[src/rtl/mmio_ctrl.sv]
// -----------------------------------------------------------------------------
// mmio_ctrl
// Memory-mapped I/O controller sitting between the processor data-memory port
// and the data RAM. Three addresses are decoded as I/O registers (debounced
// button, slide switches, LED output); every other address goes to RAM. Loads
// from I/O are registered so they show the same one-cycle latency as the RAM.
//
// Ports:
//   i_clk        system clock, all state changes on posedge
//   i_rst        asynchronous active-high reset
//   i_wren       processor store enable
//   i_addr       processor data address (12 bits)
//   i_data_in    processor store data (32 bits)
//   o_q_out      load data returned to the processor (32 bits)
//   o_ram_wren   RAM write enable (suppressed for I/O addresses)
//   i_ram_q      RAM read data, registered inside the RAM
//   i_btn_raw    raw asynchronous pushbutton
//   i_sw         raw asynchronous slide switches (16 bits)
//   o_led        LED drive (16 bits)
// -----------------------------------------------------------------------------
module mmio_ctrl #(
   parameter int unsigned DEBOUNCE_CYCLES = 500000,
   parameter logic [11:0] ADDR_BTN        = 12'd7,
   parameter logic [11:0] ADDR_SW         = 12'd8,
   parameter logic [11:0] ADDR_LED        = 12'd9
) (
   input  logic        i_clk,
   input  logic        i_rst,
   input  logic        i_wren,
   input  logic [11:0] i_addr,
   input  logic [31:0] i_data_in,
   output logic [31:0] o_q_out,
   output logic        o_ram_wren,
   input  logic [31:0] i_ram_q,
   input  logic        i_btn_raw,
   input  logic [15:0] i_sw,
   output logic [15:0] o_led
);

   typedef enum logic [1:0] {
      ST_LOW       = 2'd0,
      ST_WAIT_HIGH = 2'd1,
      ST_HIGH      = 2'd2,
      ST_WAIT_LOW  = 2'd3
   } state_t;

   // Value the counter reaches on the cycle that completes the debounce window.
   localparam logic [31:0] CNT_LAST = 32'(DEBOUNCE_CYCLES - 1);

   // Synchronizers
   logic        r_btn_meta;
   logic        r_btn_s;
   logic [15:0] r_sw_meta;
   logic [15:0] r_sw_s;

   // Debounce state
   state_t      r_state;
   logic [31:0] r_cnt;
   logic        r_press_flag;

   // I/O registers and load path
   logic [15:0] r_led;
   logic [2:0]  r_sel_q;
   logic [31:0] r_io_q;

   logic        w_hit_btn;
   logic        w_hit_sw;
   logic        w_hit_led;
   logic        w_io_hit;
   logic        w_btn_level;
   logic [31:0] w_cnt_inc;
   logic        w_press_set;
   logic        w_press_clr;
   logic [31:0] w_io_rdata;
   logic        w_unused_data;

   assign w_hit_btn = (i_addr == ADDR_BTN);
   assign w_hit_sw  = (i_addr == ADDR_SW);
   assign w_hit_led = (i_addr == ADDR_LED);
   assign w_io_hit  = w_hit_btn | w_hit_sw | w_hit_led;

   assign o_ram_wren = i_wren & ~w_io_hit;

   // Upper store-data bits have no destination in the I/O map.
   assign w_unused_data = ^i_data_in[31:16];

   assign w_btn_level = (r_state == ST_HIGH) || (r_state == ST_WAIT_LOW);

   // The counter is compared after incrementing, so the cycle that enters a
   // WAIT state plus DEBOUNCE_CYCLES-1 further stable cycles make up the
   // full window of DEBOUNCE_CYCLES stable samples.
   assign w_cnt_inc   = r_cnt + 32'd1;
   assign w_press_set = (r_state == ST_WAIT_HIGH) && r_btn_s && (w_cnt_inc == CNT_LAST);
   assign w_press_clr = ~i_wren && w_hit_btn;

   // Pre-edge value of the addressed I/O register.
   always_comb begin
      w_io_rdata = 32'd0;
      if (w_hit_btn) begin
         w_io_rdata = {30'd0, w_btn_level, r_press_flag};
      end else if (w_hit_sw) begin
         w_io_rdata = {16'd0, r_sw_s};
      end else if (w_hit_led) begin
         w_io_rdata = {16'd0, r_led};
      end
   end

   // Two-flop synchronizers; the switch register is simply the second stage.
   always_ff @(posedge i_clk or posedge i_rst) begin
      if (i_rst) begin
         r_btn_meta <= 1'b0;
         r_btn_s    <= 1'b0;
         r_sw_meta  <= 16'd0;
         r_sw_s     <= 16'd0;
      end else begin
         r_btn_meta <= i_btn_raw;
         r_btn_s    <= r_btn_meta;
         r_sw_meta  <= i_sw;
         r_sw_s     <= r_sw_meta;
      end
   end

   // Debounce FSM plus the clear-on-read press flag.
   always_ff @(posedge i_clk or posedge i_rst) begin
      if (i_rst) begin
         r_state      <= ST_LOW;
         r_cnt        <= 32'd0;
         r_press_flag <= 1'b0;
      end else begin
         case (r_state)
            ST_LOW: begin
               if (r_btn_s) begin
                  r_state <= ST_WAIT_HIGH;
                  r_cnt   <= 32'd0;
               end
            end
            ST_WAIT_HIGH: begin
               if (!r_btn_s) begin
                  r_state <= ST_LOW;
               end else begin
                  r_cnt <= w_cnt_inc;
                  if (w_cnt_inc == CNT_LAST) begin
                     r_state <= ST_HIGH;
                  end
               end
            end
            ST_HIGH: begin
               if (!r_btn_s) begin
                  r_state <= ST_WAIT_LOW;
                  r_cnt   <= 32'd0;
               end
            end
            ST_WAIT_LOW: begin
               if (r_btn_s) begin
                  r_state <= ST_HIGH;
               end else begin
                  r_cnt <= w_cnt_inc;
                  if (w_cnt_inc == CNT_LAST) begin
                     r_state <= ST_LOW;
                  end
               end
            end
            default: begin
               r_state <= ST_LOW;
            end
         endcase

         // A press completing on the same edge as a read keeps the flag set,
         // so the event is reported by the next read rather than lost.
         if (w_press_set) begin
            r_press_flag <= 1'b1;
         end else if (w_press_clr) begin
            r_press_flag <= 1'b0;
         end
      end
   end

   // LED store register; stores to the button and switch addresses are dropped.
   always_ff @(posedge i_clk or posedge i_rst) begin
      if (i_rst) begin
         r_led <= 16'd0;
      end else if (i_wren && w_hit_led) begin
         r_led <= i_data_in[15:0];
      end
   end

   // Load path: capture the select and I/O data so they line up with ram_q.
   always_ff @(posedge i_clk or posedge i_rst) begin
      if (i_rst) begin
         r_sel_q <= 3'd0;
         r_io_q  <= 32'd0;
      end else begin
         r_sel_q <= {w_hit_btn, w_hit_sw, w_hit_led};
         r_io_q  <= w_io_rdata;
      end
   end

   assign o_q_out = (|r_sel_q) ? r_io_q : i_ram_q;
   assign o_led   = r_led;

endmodule

[config.mk]
export PLATFORM = sky130hd
export DESIGN_NAME = mmio_ctrl
export DESIGN_NICKNAME = d
export VERILOG_FILES = /design/src/rtl/mmio_ctrl.sv
export SDC_FILE = /design/constraint.sdc
export NUM_CORES = 1
export LEC_CHECK = 0
export BUFFER_PORTS_ARGS = -buffer_cell sky130_fd_sc_hd__buf_2
export CAP_MARGIN = 20
export CORE_MARGIN = 4
export CORE_UTILIZATION = 30
export DETAILED_ROUTE_END_ITERATION = 10
export GPL_TIMING_DRIVEN = 0
export PLACE_DENSITY = 0.56
export SETUP_SLACK_MARGIN = 0.1
export SLEW_MARGIN = 20
export SYNTH_ARGS = -nofsm -noshare
export SYNTH_HDL_FRONTEND = slang
export SYNTH_SLANG_ARGS = --single-unit
[constraint.sdc]
create_clock -name i_clk -period 5.1 [get_ports i_clk]
set_clock_uncertainty 0.15 [all_clocks]
set_input_delay 1.275 -clock i_clk [delete_from_list [all_inputs] [get_ports i_clk]]
set_output_delay 1.275 -clock i_clk [all_outputs]
set_load 0.03 [all_outputs]
==> flow_metrics.py <==
metrics = {
    "floorplanning": {
        "rows": 46,
        "fp.dieW_um": 136.2,
        "coreArea_um2": 16000,
        "die-area_um2": 18560,
        "fp.dieH_um": 136.2,
        "start_util": 0.3083,
        "io_pins": 145,
    },
    "finish": {
        "layout-drive-gt1-share": 0.3355,
        "synthToLayoutAreaGrowth_pct": 24.90,
        "design_area_um2": 6162,
        "diodes": 0,
        "fill_cells": 1620,
        "final_nets": 701,
        "utilization": 0.3851,
    },
    "pwr": {
        "p_per_area_nw_per_um2": 269.0,
        "power_frac_comb": 0.087,
        "p_int_mw": 1.236,
        "p_sw_frac": 0.2543,
        "finalPower_mw": 1.658,
        "leakagePower_nw": 2.850,
        "power_frac_seq": 0.513,
        "vdd_ir_drop_max_v": 0.0001385,
        "pwr-share-clk": 0.400,
        "power.net_switching_mw": 0.4215,
    },
    "timing": {
        "finalHoldViolCount": 0,
        "post-route-period-util": 0.8166,
        "post-route-min-period_ns": 4.165,
        "worst_pin_slew_ns": 0.8072,
        "rsz0062_at_grt": "false",
        "setup_violations": 0,
        "fmax_mhz": 240.1,
        "setup_ws_ns": 0.9352,
        "slew_headroom": 0.4580,
        "finalMaxSlewViolations": 0,
    },
    "synth": {
        "ys_seq_elements": 104,
        "yosysUniqueCellTypes": 56,
        "synthMuxAreaShare": 0.1250,
        "synth_top_family_by_area": "simple AND/OR/NAND/NOR gates",
        "ys.flop_type": "dfrtp_1",
        "yosysWarnings": 0,
        "synth_edf_count": 0,
        "ys_seq_area_frac": 0.5275,
        "yosys.area_share.simple": 0.1933,
        "synth_cells": 463,
        "yosys.area_share.adder": 0.005072,
        "async_flop_share": 1.000,
        "synth_nets": 561,
        "synth_compound_area_frac": 0.1027,
        "syn_area_per_cell_um2": 10.66,
        "synth_xor_area_frac": 0.01420,
        "mappedNetlistArea_um2": 4933,
    },
    "clocking": {
        "htreeDepth": 3,
        "ctsResizeCount": 0,
        "cts_tree": "yes",
        "clockBufferDepth": 2,
        "clock-sinks": 104,
        "numCtsBuffers": 9,
        "cts-root-buf": "clkbuf_16",
        "cts_hold_buf": 0,
        "insertion_delay_ns": 0.35,
        "post-cts-setup-buffers": 0,
        "path_clk_slew_ns": 0.07,
    },
    "critical_path": {
        "end_kind": "primary output",
        "startpoint_type": "input pin",
        "crit_fanout": 10,
        "worstPathArrival_ns": 2.74,
        "path_class": "input pin to primary output",
        "cp.required_ns": 3.67,
    },
    "job": {
        "cap_violations": 0,
    },
    "routing": {
        "drcViolationCount": 0,
        "wirelength_um": 12540,
        "drtAntennaViolNets": 0,
        "vias": 3912,
        "drtPass1Iterations": 4,
        "drt-initial-drc-count": 232,
        "wire_per_inst_um": 15.21,
        "via_per_inst": 4.748,
    },
    "place": {
        "dpl_cell_area_um2": 5877,
        "gp_congestion": 0.8282,
        "place_hpwl_um": 9589,
        "place_ws_ns": 0.9308,
        "port_buffers": 128,
    },
    "grt": {
        "grt_pass1_vias": 3988,
        "grt_max_degree": 64,
        "antenna_found_initial": 0,
        "overflow": 0,
        "grt_pass1_wl_um": 20110,
        "grtUsageTotal": 0.1361,
    },
    "hold_path": {
        "holdCritPathClass": "flop to flop",
    },
    "status": {
        "status": "complete, no violations",
    },
}
-- cells in the mapped netlist, types with 2 or more instances --
master	count	area (µm²)
nor4_1	4	25.02
or4_1	2	15.01
a21oi_1	10	50.05
nand4_1	8	50.05
buf_4	4	30.03
mux2_2	33	371.6
nor3_1	15	75.07
nor3_2	2	20.02
mux2i_1	23	230.2
nand4b_1	2	17.52
o31a_1	2	17.52
o31ai_1	15	112.6
and4_1	4	35.03
nand4_2	4	50.05
nand2_1	49	183.9
and2_1	19	118.9
dfrtp_1	104	2603
o21ai_0	33	165.2
a21o_1	2	15.01
and3_1	6	37.54
ha_1	2	25.02
nand2b_1	4	25.02
xnor2_1	5	43.79
a22o_1	6	52.55
xor2_1	3	26.28
nor2_1	36	135.1
nand3_1	14	70.07
clkbuf_1	16	60.06
buf_2	4	20.02
inv_1	5	18.77
buf_6	2	22.52
-- per-layer routing --
layer  up-vias  GRT usage  routed length (µm)
met1      1834     0.1643                5421
met2       133     0.2380                6031
met3        14    0.02850                 869
li1       1931          -                   -
met5         -          0                   0
met4         0    0.05151                 212
-- power by group through the flow --
stage	combinational [mW]	sequential, mW	clock, mW
4_1_cts	0.148	0.850	0.687
3_5_place_dp	0.148	0.866	0
3_3_place_gp	0.142	0.866	0
6_report	0.144	0.850	0.664
5_1_grt	0.159	0.852	0.720
2_1_floorplan	0.0814	0.865	0
-- metrics by stage --
step / hold slack [ns] / cells / setup TNS [ns]
3_5_place_dp: 0.1847 / 808 / 0
3_3_place_gp: 0.1843 / 807 / -21.91
6_report: 0.1913 / 824 / 0
5_1_grt: 0.2011 / 824 / 0
2_1_floorplan: 0.1812 / 463 / 0
4_1_cts: 0.1939 / 824 / 0
-- final timing paths --
path                                        start              endpoint  slack, ns  cells after the start
hold reg to reg            r_sw_meta[5]$_DFF_PP0_   r_sw_s[5]$_DFF_PP0_       0.19                      0
hold / removal             r_sw_meta[5]$_DFF_PP0_   r_sw_s[5]$_DFF_PP0_       0.19                      0
setup / recovery                        i_addr[0]            o_ram_wren       0.94                      6
min in group asynchronous                   i_rst  o_led[7]$_DFFE_PP0P_       0.79                      2
max in group asynchronous                   i_rst     r_btn_s$_DFF_PP0_       3.38                      3
setup reg to reg             r_cnt[0]$_DFFE_PP0P_                  flop       2.32                      8
-- worst max-delay path: stages --
cell and delay [ns]:
buf_2 0.10, clkbuf_1 0.56, nand4b_1 0.25, nor2_1 0.28, nor3b_1 0.09, buf_2 0.19
-- area by class of cell --
type / instances / area, µm² / area share
multi-input cells: 326 / 2172 / 0.3525
inverters: 6 / 27.53 / 0.004467
clock inverters: 7 / 60.06 / 0.009746
well taps: 216 / 270.3 / 0.04386
flip-flops and latches: 104 / 2603 / 0.4223
repair buffers: 129 / 668.1 / 0.1084
plain buffers: 27 / 136.4 / 0.02213
clock buffers: 9 / 225.2 / 0.03655
-- layout by cell type (no fill, tap or decap), types with 14 or more instances in the layout --
cell type,Yosys,routed
o21ai_0,33,33
and2_1,19,19
mux2i_1,23,23
nand3_1,14,14
nor2_1,36,36
o31ai_1,15,15
mux2_2,33,33
nand2_1,49,49
nor3_1,15,15
dfrtp_1,104,104
clkbuf_1,16,16
buf_2,4,132
-- registers in the layout (all words and copies together) (netlist names), named ones only --
| signal | cells |
|---|---|
| r_cnt | 32 |
| r_io_q | 16 |
| r_sel_q | 3 |
| r_press_flag | 1 |
| r_btn_s | 1 |
| r_btn_meta | 1 |
| r_state | 1 |
| r_sw_s | 16 |
| o_led | 16 |
| r_sw_meta | 16 |
-- kinds of logic (layout without fill, tap and decap cells) --
logic type	Yosys count	in the layout
flip-flops	104	104
AO/OA/AOI/OAI	79	79
adder cells (fa/ha/maj)	2	2
XOR/XNOR	8	8
multiplexers	57	57
buffers and inverters	33	178
AND/OR/NAND/NOR	180	180
(Power assumes the default switching activity.)
